==> src/rtl/bnn_input_loader.sv <==
// Writer side of the BNN input-SRAM image format: packs a 1-bit pixel stream into
// LSB-first row words, framing each image with a size header and the list with an end marker.
module bnn_input_loader #(
  parameter int                ADDR_W   = 12,
  parameter int                DATA_W   = 16,
  parameter int                DEPTH    = 4096,
  parameter logic [DATA_W-1:0] END_MARK = 16'h00FF
) (
  input  logic              clk,
  input  logic              reset,
  input  logic              start,
  input  logic              finish,
  output logic              busy,
  output logic              done,
  output logic              err,
  input  logic              img_valid,
  input  logic [4:0]        img_size,
  output logic              img_ready,
  input  logic              pix_valid,
  input  logic              pix_bit,
  output logic              pix_ready,
  output logic [ADDR_W-1:0] sram_write_address,
  output logic [DATA_W-1:0] sram_write_data,
  output logic              sram_wr_enable
);

  localparam int SUM_W = ADDR_W + 2;

  typedef enum logic [2:0] {
    S_IDLE,
    S_WAIT_HDR,
    S_WR_HDR,
    S_COLLECT,
    S_WR_ROW,
    S_WR_END,
    S_DONE
  } state_t;

  state_t state, state_next;

  logic [ADDR_W-1:0] wptr;
  logic [4:0]        n_q;
  logic [4:0]        row;
  logic [4:0]        col;
  logic [DATA_W-1:0] shreg;
  logic              err_q;

  logic [SUM_W-1:0]  need;
  logic              size_ok;
  logic              hdr_fits;
  logic              hdr_ok;
  logic              last_col;
  logic              last_row;
  logic [DATA_W-1:0] shreg_next;
  logic [DATA_W-1:0] row_mask;

  // Room must remain for the header, N rows and the terminator.
  assign need       = SUM_W'(wptr) + SUM_W'(img_size) + SUM_W'(1);
  assign hdr_fits   = (need <= SUM_W'(DEPTH - 1));
  assign size_ok    = (img_size == 5'd10) || (img_size == 5'd12) || (img_size == 5'd16);
  assign hdr_ok     = size_ok && hdr_fits;
  assign last_col   = (col == n_q - 5'd1);
  assign last_row   = (row == n_q - 5'd1);
  assign shreg_next = shreg | (DATA_W'(pix_bit) << col);
  assign row_mask   = (DATA_W'(1) << n_q) - DATA_W'(1);
  assign err        = err_q;

  always_ff @(posedge clk or negedge reset) begin
    if (!reset) begin
      state <= S_IDLE;
    end else begin
      state <= state_next;
    end
  end

  always_comb begin
    state_next     = state;
    busy           = 1'b0;
    done           = 1'b0;
    img_ready      = 1'b0;
    pix_ready      = 1'b0;
    sram_wr_enable = 1'b0;
    case (state)
      S_IDLE: begin
        if (start) state_next = S_WAIT_HDR;
      end
      S_WAIT_HDR: begin
        busy      = 1'b1;
        img_ready = ~finish;
        if (finish) begin
          state_next = S_WR_END;
        end else if (img_valid && hdr_ok) begin
          state_next = S_WR_HDR;
        end
      end
      S_WR_HDR: begin
        busy           = 1'b1;
        sram_wr_enable = 1'b1;
        state_next     = S_COLLECT;
      end
      S_COLLECT: begin
        busy      = 1'b1;
        pix_ready = 1'b1;
        if (pix_valid && last_col) state_next = S_WR_ROW;
      end
      S_WR_ROW: begin
        busy           = 1'b1;
        sram_wr_enable = 1'b1;
        state_next     = last_row ? S_WAIT_HDR : S_COLLECT;
      end
      S_WR_END: begin
        busy           = 1'b1;
        sram_wr_enable = 1'b1;
        state_next     = S_DONE;
      end
      S_DONE: begin
        done       = 1'b1;
        state_next = S_IDLE;
      end
      default: state_next = S_IDLE;
    endcase
  end

  // Address/data are loaded on entry to each write state so they line up with the strobe.
  always_ff @(posedge clk or negedge reset) begin
    if (!reset) begin
      wptr               <= '0;
      n_q                <= '0;
      row                <= '0;
      col                <= '0;
      shreg              <= '0;
      err_q              <= 1'b0;
      sram_write_address <= '0;
      sram_write_data    <= '0;
    end else begin
      err_q <= 1'b0;
      case (state)
        S_IDLE: begin
          if (start) wptr <= '0;
        end
        S_WAIT_HDR: begin
          if (finish) begin
            sram_write_address <= wptr;
            sram_write_data    <= END_MARK;
          end else if (img_valid) begin
            if (hdr_ok) begin
              n_q                <= img_size;
              sram_write_address <= wptr;
              sram_write_data    <= DATA_W'(img_size);
            end else begin
              err_q <= 1'b1;
            end
          end
        end
        S_WR_HDR: begin
          wptr  <= wptr + ADDR_W'(1);
          row   <= '0;
          col   <= '0;
          shreg <= '0;
        end
        S_COLLECT: begin
          if (pix_valid) begin
            shreg <= shreg_next;
            col   <= col + 5'd1;
            if (last_col) begin
              sram_write_address <= wptr;
              sram_write_data    <= shreg_next & row_mask;
            end
          end
        end
        S_WR_ROW: begin
          wptr  <= wptr + ADDR_W'(1);
          shreg <= '0;
          col   <= '0;
          if (!last_row) row <= row + 5'd1;
        end
        default: ;
      endcase
    end
  end

endmodule

==> config.mk <==
export PLATFORM = sky130hd
export DESIGN_NAME = bnn_input_loader
export DESIGN_NICKNAME = d
export VERILOG_FILES = /design/src/rtl/bnn_input_loader.sv
export SDC_FILE = /design/constraint.sdc
export NUM_CORES = 1
export LEC_CHECK = 0
export CORE_UTILIZATION = 45
export CTS_CLUSTER_DIAMETER = 60
export DETAILED_ROUTE_END_ITERATION = 7
export HOLD_SLACK_MARGIN = 0.03
export PLACE_DENSITY = 0.78
export SYNTH_ARGS = -nofsm -noshare
export SYNTH_HDL_FRONTEND = slang
export SYNTH_SLANG_ARGS = --single-unit
==> constraint.sdc <==
create_clock -name clk -period 5 [get_ports clk]
set_input_delay 1 -clock clk [delete_from_list [all_inputs] [get_ports clk]]
set_output_delay 1 -clock clk [all_outputs]
set_load 0.01 [all_outputs]
==> flow_summary_export.csv <==
group,metric,value,unit
worst_setup_path,start_kind,"input port",
layout,area_delta_synth_final,15.76,%
routing,routed_wl,10740,µm
layout,fillers,853,
sta,slew-limit-headroom,0.3803,
synthesis,ys.flop_type,"dfrtp_1",
synthesis,syn_nets,495,
die,die_y,101.1,µm
worst_setup_path,cp_max_fo,8,
sta,fmax,258.0,MHz
synthesis,synth_top_family_by_area,"simple AND/OR/NAND/NOR gates",
pwr,peakVddDrop,0.2942,mV
layout,diodes,0,
hold_path,hold_class,"flop to flop",
synthesis,netlist_instances,469,
die,io_pins,46,
clock_network,clock_path_buffers,2,
place,gp_congestion,0.9158,
synthesis,synth.mux.area_fraction,0.08885,
worst_setup_path,required,4.00,ns
routing,ant_nets,0,
routing,first_pass_iters,5,
layout,fin_util,0.5462,
sta,final_max_slew_viol_count,0,
synthesis,seq_area_frac_synth,0.4244,
sta,fin_crit,3.876,ns
synthesis,async_flop_share,1.000,
worst_setup_path,path_cells,"clkdlybuf4s50_1, nand2b_1, nor3_1, clkdlybuf4s50_1",
synthesis,synthAdderAreaFrac,0.04131,
worst_setup_path,cp_common_cell,"clkdlybuf4s50_1",
sta,finalHoldViolCount,0,
die,core,9371,µm²
synthesis,synth_xor_area_frac,0.04924,
sta,setup_tns,0,ns
synthesis,post_synth.cell_area_avg,9.428,µm²
layout,multi_input_area,2350,µm²
pwr,cellLeakagePower,2.294,nW
worst_setup_path,critPathTopFamily,"buffers and inverters",
clock_network,cts_tree,"done",
synthesis,ys_ff_latch,75,
routing,vias,3677,
worst_setup_path,max_stage_delay,0.64,ns
synthesis,synth-compound-area-share,0.1636,
synthesis,synth_edf_count,0,
worst_setup_path,slowest_stage,"clkdlybuf4s50_1",
worst_setup_path,criticalPathCategory,"input port to output pin",
pwr,powerDensity,522.5,nW/µm²
sta,worst_slew_pin_slew,0.9295,ns
global_route,grt_use_total,0.2264,
job,max_cap_viol_count,0,
sta,fin_skew,0.01269,ns
sta,final-setup-viol-count,0,
global_route,grt_antenna_before_repair,0,
sta,rsz0062_at_grt,"no",
routing,drtIter0Drc,205,
synthesis,synth_warnings,0,
die,rows,35,
die,die-area,10230,µm²
layout,regArea,1877,µm²
synthesis,synth_simple_gate_area_frac,0.1885,
global_route,grt_max_degree,76,
die,die_w,101.1,µm
clock_network,post_cts_resized,0,
clock_network,post_cts_buffers,0,
clock_network,cts_buffers,9,
clock_network,cts_hold_buf,0,
synthesis,ys_types,60,
sta,fin_crit_sh,0.7753,
clock_network,cts_num_sinks,75,
worst_setup_path,arrival,2.88,ns
global_route,grt_pass1_vias,3506,
clock_network,cts_root_buf,"clkbuf_8",
global_route,grt_pass1_wl,17750,µm
clock_network,htreeDepth,3,
place,dp_hpwl,7503,µm
place,port_buffers,45,
routing,drc_errors,0,
clock_network,worstSkewPairLatency,0.36,ns
worst_setup_path,cp_num_buf_inv,2,
routing,via_per_inst,5.837,
layout,num-nets-final,522,
run_status,outcome,"finished clean",
synthesis,syn_area,4422,µm²
layout,drive_above_1_share,0.1178,
routing,routedWlPerCell,17.05,µm
global_route,grt.overflow.total,0,
die,initial_core_util,0.4718,
worst_setup_path,end_kind,"output pin",
clock_network,clk_pin_slew_worst_paths,0.08,ns
==> cell usage after synthesis (10+ instances only) <==
library cell	instances	area [µm²]
a21oi_1	48	240.2
and3_1	10	62.56
clkbuf_1	22	82.58
dfrtp_1	75	1877
ha_1	13	162.7
mux2_2	11	123.9
mux2_4	17	255.2
nand2_1	31	116.4
nand3_1	10	50.05
nor2_1	55	206.5
nor2b_1	10	62.56
nor3_1	13	65.06
o21ai_0	28	140.1
xor2_1	15	131.4
==> final timing paths <==
check	startpoint	endpoint	slack [ns]	cells after the start
setup reg to reg	n_q[2]	sram_write_address[5]	1.59	7
hold / removal	sram_write_data[12]	sram_write_data[12]	0.50	1
min in group asynchronous	reset	sram_write_data[9]	0.76	1
hold reg to reg	sram_write_data[12]	sram_write_data[12]	0.50	1
max in group asynchronous	reset	n_q[0]	3.62	1
setup / recovery	finish	img_ready	1.12	4
==> power breakdown <==
| part | switching [W] | internal, W |
|---|---|---|
| registers | 0.000209 | 0.000721 |
| clock network | 0.000239 | 0.000284 |
| logic | 0.000672 | 0.000549 |
==> per-layer routing <==
layer	wire [µm]	global-route usage	up-vias	part of all wire
li1	-	-	1716	-
met1	4941	0.3199	1799	0.46
met2	4839	0.3422	138	0.45
met3	652	0.04092	24	0.061
met4	308	0.09476	0	0.029
met5	0	0	-	0
==> placed cells by master (no fill, tap or decap), drive strengths merged, types with 3 or more instances in the layout <==
cell type / count
nor2b: 10
nor3: 14
or3: 3
dfrtp: 75
mux2: 28
xnor2: 9
o31ai: 9
nand4: 7
ha: 13
nand2b: 4
o211ai: 4
and3: 10
nand2: 31
and2: 6
nor2: 55
xor2: 15
clkbuf: 9
a211oi: 6
nor3b: 3
a21oi: 48
nor4: 3
nand3: 10
buf: 4
clkdlybuf4s50: 44
o21ai: 28
inv: 12
==> cells by family (layout without fill, tap and decap cells) <==
group	after synthesis	in the layout
buffers and inverters	42	74
adder cells (fa/ha/maj)	14	14
multiplexers	29	29
AO/OA/AOI/OAI	119	119
flip-flops	75	75
XOR/XNOR	24	24
AND/OR/NAND/NOR	166	166
==> per-stage QoR <==
stage               hold slack (ns)  cell area [µm²]  worst slack (ns)  instances  power, W
floorplan                    0.4633             4422             2.093        469  0.001787
global placement             0.4683             4896             1.105        614  0.002103
detailed placement           0.4775             4896            0.9583        614  0.002133
CTS                          0.4969             5119             1.153        630  0.002662
global route                 0.5107             5119             1.044        630  0.002849
finish                       0.4957             5119             1.124        630  0.002675
==> flip-flops by register name, summed over array words and instances (netlist names) <==
register            flops
shreg                  16
sram_write_data        16
sram_write_address     12
wptr                   12
col                     5
n_q                     5
row                     5
state                   3
err                     1
==> layout make-up <==
| cell class | instances | area share |
|---|---|---|
| Timing Repair Buffer | 48 | 0.09191 |
| Tap cell | 129 | 0.03153 |
| Clock buffer | 9 | 0.02420 |
| Multi-Input combinational cell | 352 | 0.4591 |
| Sequential cell | 75 | 0.3667 |
| Inverter | 10 | 0.007333 |
| Clock inverter | 7 | 0.01931 |
Power figures use the tool's default switching activity.
